File: src/rtl/alu_rr_scheduler.sv
// alu_rr_scheduler: two-requester round-robin front end for a shared ALU with a tagged response channel
module alu_rr_scheduler #(
  parameter int WIDTH   = 32,
  parameter int ALU_LAT = 1
) (
  input  logic             clk,
  input  logic             rst_n,
  input  logic             req0_valid,
  output logic             req0_ready,
  input  logic [WIDTH-1:0] req0_in1,
  input  logic [WIDTH-1:0] req0_in2,
  input  logic [11:0]      req0_ctl,
  input  logic             req1_valid,
  output logic             req1_ready,
  input  logic [WIDTH-1:0] req1_in1,
  input  logic [WIDTH-1:0] req1_in2,
  input  logic [11:0]      req1_ctl,
  output logic [WIDTH-1:0] alu_in1,
  output logic [WIDTH-1:0] alu_in2,
  output logic [3:0]       alu_opcode,
  output logic [2:0]       alu_sr_cont,
  output logic [4:0]       alu_sr_bit,
  input  logic [WIDTH-1:0] alu_out,
  output logic             rsp_valid,
  input  logic             rsp_ready,
  output logic             rsp_id,
  output logic [WIDTH-1:0] rsp_data,
  output logic             rsp_err
);

  typedef enum logic [1:0] {IDLE, EXEC, RESP} state_e;

  // counter reload so the result is sampled ALU_LAT edges after the operands are registered
  localparam logic [3:0] LAT_M1 = 4'(ALU_LAT - 1);

  state_e           state_q, state_d;
  logic             prio_q, prio_d;
  logic [3:0]       cnt_q, cnt_d;
  logic [WIDTH-1:0] alu_in1_q, alu_in1_d;
  logic [WIDTH-1:0] alu_in2_q, alu_in2_d;
  logic [11:0]      alu_ctl_q, alu_ctl_d;
  logic             rsp_id_q, rsp_id_d;
  logic [WIDTH-1:0] rsp_data_q, rsp_data_d;
  logic             rsp_err_q, rsp_err_d;

  logic             gnt0, gnt1, acc, legal;
  logic [WIDTH-1:0] sel_in1, sel_in2;
  logic [11:0]      sel_ctl;

  // arbitration: prio breaks ties, a lone requester always wins; ready is masked while in reset
  always_comb begin
    gnt0       = req0_valid && (!req1_valid || !prio_q);
    gnt1       = req1_valid && (!req0_valid || prio_q);
    req0_ready = rst_n && (state_q == IDLE) && gnt0;
    req1_ready = rst_n && (state_q == IDLE) && gnt1;
    acc        = req0_ready || req1_ready;
    sel_in1    = req1_ready ? req1_in1 : req0_in1;
    sel_in2    = req1_ready ? req1_in2 : req0_in2;
    sel_ctl    = req1_ready ? req1_ctl : req0_ctl;
    legal      = sel_ctl[11:8] <= 4'd5;
  end

  // state register and all datapath flops
  always_ff @(posedge clk or negedge rst_n) begin
    if (!rst_n) begin
      state_q    <= IDLE;
      prio_q     <= 1'b0;
      cnt_q      <= '0;
      alu_in1_q  <= '0;
      alu_in2_q  <= '0;
      alu_ctl_q  <= '0;
      rsp_id_q   <= 1'b0;
      rsp_data_q <= '0;
      rsp_err_q  <= 1'b0;
    end else begin
      state_q    <= state_d;
      prio_q     <= prio_d;
      cnt_q      <= cnt_d;
      alu_in1_q  <= alu_in1_d;
      alu_in2_q  <= alu_in2_d;
      alu_ctl_q  <= alu_ctl_d;
      rsp_id_q   <= rsp_id_d;
      rsp_data_q <= rsp_data_d;
      rsp_err_q  <= rsp_err_d;
    end
  end

  // next state: illegal opcodes bypass EXEC and respond immediately
  always_comb begin
    state_d = state_q;
    if (state_q == IDLE && acc)
      state_d = legal ? EXEC : RESP;
    else if (state_q == EXEC && cnt_q == 4'd0)
      state_d = RESP;
    else if (state_q == RESP && rsp_ready)
      state_d = IDLE;
  end

  // datapath: capture operands on accept, count down the settle time, sample the ALU result
  always_comb begin
    prio_d     = prio_q;
    cnt_d      = (state_q == EXEC && cnt_q != 4'd0) ? cnt_q - 4'd1 : cnt_q;
    alu_in1_d  = alu_in1_q;
    alu_in2_d  = alu_in2_q;
    alu_ctl_d  = alu_ctl_q;
    rsp_id_d   = rsp_id_q;
    rsp_data_d = rsp_data_q;
    rsp_err_d  = rsp_err_q;
    if (state_q == IDLE && acc) begin
      prio_d     = !req1_ready;
      cnt_d      = LAT_M1;
      alu_in1_d  = sel_in1;
      alu_in2_d  = sel_in2;
      alu_ctl_d  = sel_ctl;
      rsp_id_d   = req1_ready;
      rsp_data_d = '0;
      rsp_err_d  = !legal;
    end else if (state_q == EXEC && cnt_q == 4'd0) begin
      rsp_data_d = alu_out;
      rsp_err_d  = 1'b0;
    end
  end

  // outputs straight from registers; the ALU inputs are never gated
  always_comb begin
    alu_in1     = alu_in1_q;
    alu_in2     = alu_in2_q;
    alu_opcode  = alu_ctl_q[11:8];
    alu_sr_cont = alu_ctl_q[7:5];
    alu_sr_bit  = alu_ctl_q[4:0];
    rsp_valid   = state_q == RESP;
    rsp_id      = rsp_id_q;
    rsp_data    = rsp_data_q;
    rsp_err     = rsp_err_q;
  end

endmodule

File: config.mk
export PLATFORM = sky130hd
export DESIGN_NAME = alu_rr_scheduler
export DESIGN_NICKNAME = d
export VERILOG_FILES = /design/src/rtl/alu_rr_scheduler.sv
export SDC_FILE = /design/constraint.sdc
export NUM_CORES = 1
export LEC_CHECK = 0
export CORE_MARGIN = 8
export CORE_UTILIZATION = 38
export CTS_BUF_LIST = sky130_fd_sc_hd__clkbuf_4 sky130_fd_sc_hd__clkbuf_8 sky130_fd_sc_hd__clkbuf_16
export CTS_CLUSTER_SIZE = 25
export DETAILED_ROUTE_END_ITERATION = 8
export GPL_TIMING_DRIVEN = 0
export PLACE_DENSITY_LB_ADDON = 0.05
export SYNTH_ARGS = -nofsm -noshare
export SYNTH_HDL_FRONTEND = slang
export SYNTH_SLANG_ARGS = --single-unit
File: constraint.sdc
create_clock -name clk -period 2.2 [get_ports clk]
set_input_delay 0.33 -clock clk [delete_from_list [all_inputs] [get_ports clk]]
set_output_delay 0.33 -clock clk [all_outputs]
set_load 0.005 [all_outputs]
==> impl_metrics.toml, run 1 <==
[logic_synthesis]
synth.ff_latch_count = 117
synthDistinctLibCells = 35
synth_top_area_frac = 0.5850
synth_seq_area_share = 0.5850
yosysWarnings = 0
synth_nets = 706
synth_top_cell_by_area = "dfrtp_1"
syn_inst = 516
synth.most_common_cell = "nand2_1"
synth_area_leaders = "dfrtp_1, nand2_1, a22oi_1"
avgSynthCellArea_um2 = 9.699
synth_commonest_cells = "nand2_1, dfrtp_1, a22oi_1, nand3_1, buf_4"
synth_edf_count = 0
netlist_area_mm2 = 0.005005
synthFlopType = "dfrtp_1"
synth-async-reset-ratio = 1.000

[timing]
period_share = 0.9328
hold_violations = 0
fin_tns_setup_ps = 0
setup_violations = 0
grt_setup_unrepaired = "no"
min_period_ps = 2052
worst_slew_pin_slew_ps = 476.9
relSlewSlack = 0.6799
final.setup_skew_ps = 11.16
fmax_mhz = 487.3
slew_viol_final = 0

[cts]
cts_tree = "built"
htree_levels = 4
cts_root_buf = "clkbuf_16"
clk_latency_ps = 420
cts.sinks = 117
cts_buffer_depth = 2
cts_buffers = 17
clk_pin_slew_ps = 50

[critical_path]
startpoint_type = "flop"
required_ps = 1870
critPathMaxFanout = 3
crit_arrival_ps = 1720
crit_path_end_kind = "primary output"
crit_type = "flop to primary output"

[finish]
stdcell_area_mm2 = 0.009141
nets = 1042
n_antenna_cell = 0
drive_gt1_frac = 0.09249
area_growth_syn_to_layout_pct = 82.65
regArea_mm2 = 0.002928
final_core_util = 0.7014
multiInputGateArea_mm2 = 0.001857
fill_cells = 1048

[die]
die_area_mm2 = 0.01710
die_h_um = 130.8
start_util = 0.3840
num_rows = 42
core_area_mm2 = 0.01303
die_x_um = 130.8
io_pins = 302

[detailed_routing]
dr.pass1.iters = 5
drtAntennaViolNets = 0
post-route-drc-count = 0
via_count = 5103
wirelength_um = 19870
viasPerCell = 4.902
drt_iter0_drc = 353
routedWlPerCell_um = 19.08

[pwr]
p_leak_nw = 4.310
total_power_mw = 10.63
peakVddDrop_mv = 0.6590
intPower_mw = 7.421
p_per_area_mw_per_mm2 = 1163
power.share.sequential = 0.331
comb_power_share = 0.401
pwr-share-clk = 0.268
power_switching_mw = 3.206
p_sw_frac = 0.3017

[job]
max_cap_viol_count = 0

[grt]
grt_use_total = 0.2341
grt_max_degree = 32
grt_pass1_wl_um = 29730
grt_pass1_vias = 5415
antenna_found_initial = 0
overflow = 0

[placed_design]
place.gp.congestion = 0.8236
dpl_cell_area_mm2 = 0.008267
io_buffers = 301
hpwl_um = 15020

[worst_hold_path]
min_path_type = "input port to flop"

[status]
run_status = "completed"
-- path summary, 6_finish.rpt --
path	startpoint	to	slack (ps)	cells after the start
setup / recovery	state_q[0]$_DFFE_PN0P_	req0_ready	150	6
hold / removal	alu_out[14]	rsp_data[14]$_DFFE_PN0P_	440	3
setup reg to reg	state_q[0]$_DFFE_PN0P_	alu_in2[9]$_DFFE_PN0P_	340	8
hold reg to reg	alu_in2[12]$_DFFE_PN0P_	alu_in2[12]$_DFFE_PN0P_	470	2
max in group asynchronous	rst_n	rsp_data[13]$_DFFE_PN0P_	1290	3
min in group asynchronous	rst_n	rsp_data[18]$_DFFE_PN0P_	550	4
-- placed cells by master, fill, tap and decap left out, drive strengths merged, types with 2 or more instances in the layout --
cell type        n
clkdlybuf4s50  298
nand2          204
dfrtp          117
a22oi           62
buf             38
clkbuf          37
nand3           36
o21ai           16
mux2i           14
nor2             9
a21oi            3
dlygate4sd3      3
inv              3
nand2b           2
nor2b            2
xor2             2
bufinv           2
bufbuf           2
nor3b            2
-- routing by layer --
metal | vias up | part of all wire | GRT usage
met5 | - | 0 | 0
met1 | 2426 | 0.36 | 0.2498
met4 | 0 | 0.026 | 0.1087
li1 | 2420 | - | -
met2 | 218 | 0.51 | 0.4013
met3 | 39 | 0.10 | 0.09131
-- critical path: stages, from the launching register on --
cell and delay, ps:
dfrtp_1 410, nor3b_4 240, buf_4 140, buf_6 100, nand3_4 100, clkinv_8 60
dlygate4sd2_1 250
-- logic make-up after synthesis --
| logic type | share of synthesized area |
|---|---|
| AND/OR/NAND/NOR | 0.2127 |
| flip-flops | 0.5850 |
| AO/OA/AOI/OAI | 0.1215 |
| buffers and inverters | 0.04500 |
| multiplexers | 0.02800 |
| XOR/XNOR | 0.005251 |
| adder cells (fa/ha/maj) | 0.002500 |
-- layout make-up --
class | count | area share
Tap cell | 176 | 0.02409
Timing Repair Buffer | 319 | 0.3594
Sequential cell | 117 | 0.3203
Multi-Input combinational cell | 362 | 0.2031
Clock buffer | 30 | 0.06132
Buffer | 31 | 0.02217
Clock inverter | 2 | 0.006570
Inverter | 4 | 0.003011
-- power by group through the flow --
stage	clock, mW	combinational (mW)	sequential, mW
global placement	0	4.09	3.50
global route	3.01	4.68	3.61
CTS	2.89	4.33	3.51
finish	2.85	4.26	3.52
detailed placement	0	4.19	3.55
floorplan	0	1.46	3.59
-- sequential cells by signal (all words and copies together) (netlist names) --
name       count
state_q        2
rsp_data      32
rsp_id         1
alu_in1       32
alu_ctl_q     12
rsp_err        1
alu_in2       32
cnt_q          4
prio_q         1
-- metrics by stage --
step                      hold WS, ps  setup slack, ps  std cells
after floorplan                 34.41            652.3        516
after global placement          456.8            -4719        993
after detailed placement        327.0           -901.7        994
after CTS                       427.0           0.8971       1040
after global routing            445.7            97.76       1041
final                           443.8            147.8       1041
-- timing repair --
| action | CTS | global route |
|---|---|---|
| hold buffers | 6 | 0 |
| pin swaps | 2 | 2 |
| buffers inserted | 8 | 1 |
| gates cloned | 2 | 0 |
| resized for setup | 10 | 1 |
| hold endpoints to repair | 86 | 0 |
| endpoints found under the setup margin | 2 | 1 |
No activity file was read; power rests on OpenSTA's default activity.
==> run 2, diff against run 1 <==
GPL_ROUTABILITY_DRIVEN = 0   (was default)
PLACE_DENSITY = 0.87   (was default)
PLACE_DENSITY_LB_ADDON = default   (was 0.05)
==> run 2 against run 1 <==
Compared with the run above: first-iteration DRC count down 16%; register-to-register slack got worse by 30 ps; critical path depth fell by 1; cell area is 1.4% lower; utilization down 1.0 points; sequential power increased by 1%; count of clock-buffer cells in the layout down 6; die area unchanged; combinational power about the same; final cell count fell by 0.77%; non-clock buffer count shrank 7; wire length is 4.2% higher.
==> impl_metrics.toml, run 2 (synthesis results as in run 1) <==
[critical_path]
crit_path_end_kind = "primary output"
crit_type = "flop to primary output"
crit_arrival_ps = 1660
path_cells = "nor3b_4 -> buf_4 -> nand3_4 -> clkinv_8 -> dlygate4sd2_1"
cp_top_family = "buffers and inverters"
startpoint_type = "flop"
critPathMaxFanout = 2
required_ps = 1870
max_stage_delay_ps = 420
r2r_slack_ps = 310
cp_num_buf_inv = 3
critPathSlowestCell = "dfrtp_2"

[pwr]
p_leak_nw = 4.213
peakVddDrop_mv = 0.6333
p_per_area_mw_per_mm2 = 1192
total_power_mw = 10.74

[finish]
layout_common_cells = "clkdlybuf4s50_1, nand2_1, dfrtp_1"
final_common_cell = "clkdlybuf4s50_1"
n_antenna_cell = 0
area_growth_syn_to_layout_pct = 80.02
multiInputGateArea_mm2 = 0.001857
nets = 1035
drive_gt1_frac = 0.08751
regArea_mm2 = 0.002929
final_core_util = 0.6913
fill_cells = 1008

[grt]
grt_most_used_layer = "met2"
use_met1 = 0.2556
overflow = 0
grtUsageMet3 = 0.09010
grt_pass1_wl_um = 30420
antenna_found_initial = 0
grt_pass1_vias = 5509
grt_use_total = 0.2401
grt_max_degree = 66
met2_usage = 0.4183

[timing]
hold_violations = 0
setup_violations = 0
min_period_ps = 1995
hold_slack_ps = 453.5
fmax_mhz = 501.3
relSlewSlack = 0.6655
slew_viol_final = 0
fin_tns_setup_ps = 0
setup_ws_ps = 205.2
period_share = 0.9067
grt_setup_unrepaired = "no"
worst_slew_pin_slew_ps = 501.7
final.setup_skew_ps = 6.039

[detailed_routing]
dr.pass1.iters = 5
drtAntennaViolNets = 0
wirelength_um = 20710
drt_iter0_drc = 296
post-route-drc-count = 0
via_count = 5178
routedWlPerCell_um = 20.04
viasPerCell = 5.013

[die]
die_x_um = 130.8
start_util = 0.3840
die_area_mm2 = 0.01710
die_h_um = 130.8
io_pins = 302
num_rows = 42
core_area_mm2 = 0.01303

[cts]
cts.sinks = 117
htree_levels = 4
cts_buffer_depth = 2
clk_pin_slew_ps = 50
clk_latency_ps = 410
cts_root_buf = "clkbuf_16"
cts_tree = "built"
cts_buffers = 17

[job]
max_cap_viol_count = 0

[worst_hold_path]
min_path_type = "input port to flop"

[placed_design]
preCtsSetupSlack_ps = -512.9
io_buffers = 301
hpwl_um = 15350

[status]
run_status = "completed"
[run 2: area by class of cell]
| cell class | count | share of cell area |
|---|---|---|
| plain buffers | 31 | 0.02250 |
| clock buffers | 24 | 0.05721 |
| clock inverters | 7 | 0.01305 |
| inverters | 4 | 0.003055 |
| multi-input cells | 362 | 0.2061 |
| flip-flops and latches | 117 | 0.3251 |
| well taps | 176 | 0.02444 |
| repair buffers | 312 | 0.3486 |
[run 2: metal layers]
metal,wire length [um],vias to the layer above
li1,-,2401
met1,7533,2484
met2,10730,245
met3,1803,48
met4,637,0
met5,0,-
[run 2: timing repair]
item / in CTS / in global routing
hold endpoints to repair: 52 / 0
resized for setup: 9 / 0
buffers inserted: 8 / 0
hold buffers: 2 / 0
setup endpoints to repair: 2 / 0
[run 2: final timing paths]
kind                                    startpoint                        to  cells after the start
max                         state_q[1]$_DFFE_PN0P_                req0_ready                      5
min                                    alu_out[22]  rsp_data[22]$_DFFE_PN0P_                      3
max reg2reg                 state_q[1]$_DFFE_PN0P_   alu_in1[30]$_DFFE_PN0P_                      8
min reg2reg                alu_in2[10]$_DFFE_PN0P_   alu_in2[10]$_DFFE_PN0P_                      2
max in group asynchronous                    rst_n    alu_in2[8]$_DFFE_PN0P_                      3
min in group asynchronous                    rst_n   alu_in1[26]$_DFFE_PN0P_                      3
[run 2: stage by stage]
stage,instance area [um^2],cells
2_1_floorplan,5005,516
3_3_place_gp,8238,993
3_5_place_dp,8267,994
4_1_cts,9010,1033
5_1_grt,9010,1033
6_report,9010,1033
[run 2: where the power goes]
group	internal, mW	switching [mW]
clock network	1.97	0.958
registers	3.04	0.517
logic	2.41	1.84
total	7.42	3.32
[run 2: worst min-delay path: cells and delay by family]
family	cells	cell delay [ps]
buf+inv	1	390
simple gates	2	90
==> run 3, diff against run 2 <==
CTS_BUF_LIST = default   (was sky130_fd_sc_hd__clkbuf_4 sky130_fd_sc_hd__clkbuf_8 sky130_fd_sc_hd__clkbuf_16)
MAX_ROUTING_LAYER = met4   (was default)
==> run 3 against run 2 <==
Compared with the run above: sequential share of layout area barely moved; utilization barely moved; maximum frequency barely moved; critical endpoint is now rsp_valid; largest power group unchanged.
==> impl_metrics.toml, run 3 (synthesis results as in run 1) <==
[pwr]
p_sw_frac = 0.3092
peakVddDrop_mv = 0.6206
pwr-share-clk = 0.272
p_leak_nw = 4.209
power_switching_mw = 3.317
p_per_area_mw_per_mm2 = 1191
intPower_mw = 7.409
comb_power_share = 0.397
total_power_mw = 10.73
power.share.sequential = 0.331

[job]
max_cap_viol_count = 0

[finish]
instances_no_fill = 1033
layout_common_cells = "clkdlybuf4s50_1, nand2_1, dfrtp_1"
area_growth_syn_to_layout_pct = 79.95
final_core_util = 0.6911
stdcell_area_mm2 = 0.009006
nets = 1035
drive_gt1_frac = 0.08635
n_antenna_cell = 0
final_common_cell = "clkdlybuf4s50_1"

[die]
die_h_um = 130.8
die_area_mm2 = 0.01710
die_x_um = 130.8
num_rows = 42
start_util = 0.3840
core_area_mm2 = 0.01303
io_pins = 302

[placed_design]
place_inst = 994
hpwl_um = 15350
dpl_cell_area_mm2 = 0.008267
io_buffers = 301
preCtsSetupSlack_ps = -512.9

[timing]
final.setup_skew_ps = 9.504
setup_ws_ps = 206.2
fin_tns_setup_ps = 0
worst_slew_pin_slew_ps = 472.9
slew_viol_final = 0
fmax_mhz = 501.6
min_period_ps = 1994
grt_setup_unrepaired = "no"
hold_violations = 0
relSlewSlack = 0.6826
hold_slack_ps = 451.8
setup_violations = 0
period_share = 0.9063

[grt]
grt_use_total = 0.2463
grt_max_degree = 66
antenna_found_initial = 0
grt_pass1_wl_um = 30330
overflow = 0
grt_pass1_vias = 5511

[cts]
clk_pin_slew_ps = 50
cts_buffers = 17
clk_latency_ps = 400
cts_tree = "built"
cts_root_buf = "clkbuf_16"
cts.sinks = 117
htree_levels = 4
cts_buffer_depth = 2

[critical_path]
worst_r2r_startpoint = "state_q[0]$_DFFE_PN0P_"
critPathSlowestCell = "clkdlybuf4s50_1"
critPathMaxFanout = 4
cp_num_buf_inv = 2
cp-startpoint = "state_q[0]$_DFFE_PN0P_"
crit_type = "flop to primary output"
startpoint_type = "flop"
cp_top_family = "buffers and inverters"
crit_arrival_ps = 1660
crit_path_end_kind = "primary output"
max_stage_delay_ps = 540
required_ps = 1870
path_cells = "buf_4 -> nor2b_1 -> clkdlybuf4s50_1"

[worst_hold_path]
min_from = "alu_out[22]"
min_path_type = "input port to flop"

[detailed_routing]
post-route-drc-count = 0
via_count = 5152
routedWlPerCell_um = 19.98
wirelength_um = 20640
drt_iter0_drc = 317
drtAntennaViolNets = 0
dr.pass1.iters = 4
viasPerCell = 4.987

[status]
run_status = "completed"
[run 3: repair_timing]
| action | CTS | global route |
|---|---|---|
| setup buffers | 8 | 0 |
| hold endpoints to repair | 52 | 0 |
| hold buffers | 2 | 0 |
| setup endpoints to repair | 2 | 0 |
| resized for setup | 9 | 0 |
[run 3: power groups by stage]
| stage | Clock, mW | Combinational, mW | Sequential [mW] |
|---|---|---|---|
| 6_report | 2.92 | 4.25 | 3.56 |
| 4_1_cts | 2.96 | 4.31 | 3.54 |
| 5_1_grt | 3.05 | 4.67 | 3.64 |
| 3_5_place_dp | 0 | 4.18 | 3.58 |
| 2_1_floorplan | 0 | 1.46 | 3.59 |
| 3_3_place_gp | 0 | 4.05 | 3.53 |
[run 3: metal layers]
layer | part of all wire | vias to the layer above | wire (um) | global-route usage
met5 | 0 | - | 0 | -
met2 | 0.52 | 222 | 10680 | 0.4171
li1 | - | 2403 | - | -
met1 | 0.38 | 2486 | 7741 | 0.2639
met3 | 0.078 | 41 | 1617 | 0.07508
met4 | 0.029 | 0 | 592 | 0.1040
[run 3: worst reg2reg max path, stage by stage (launching register included)]
cell     delay (ps)
dfrtp_1         390
nor3b_4          60
buf_4           140
buf_4           130
o21ai_1         260
buf_2           380
buf_2           320
nand2_1          90
nand2_1          80
[run 3: worst paths after layout]
path                            slack (ps)  cells after the start                  endpoint
worst min register to register         470                      2   alu_in2[10]$_DFFE_PN0P_
max in group asynchronous             1200                      3    alu_in2[8]$_DFFE_PN0P_
min in group asynchronous              680                      3   alu_in1[26]$_DFFE_PN0P_
worst max register to register         280                      8    alu_in2[5]$_DFFE_PN0P_
worst max-delay path                   210                      3                 rsp_valid
worst min-delay path                   450                      3  rsp_data[22]$_DFFE_PN0P_
[run 3: layout make-up]
cell class              instances  area [um^2]
plain buffers                  31        202.7
clock inverters                 7        117.6
multi-input cells             362         1857
repair buffers                312         3141
fillers                      1007         4026
flip-flops and latches        117         2929
well taps                     176        220.2
inverters                       4        27.53
clock buffers                  24        511.7
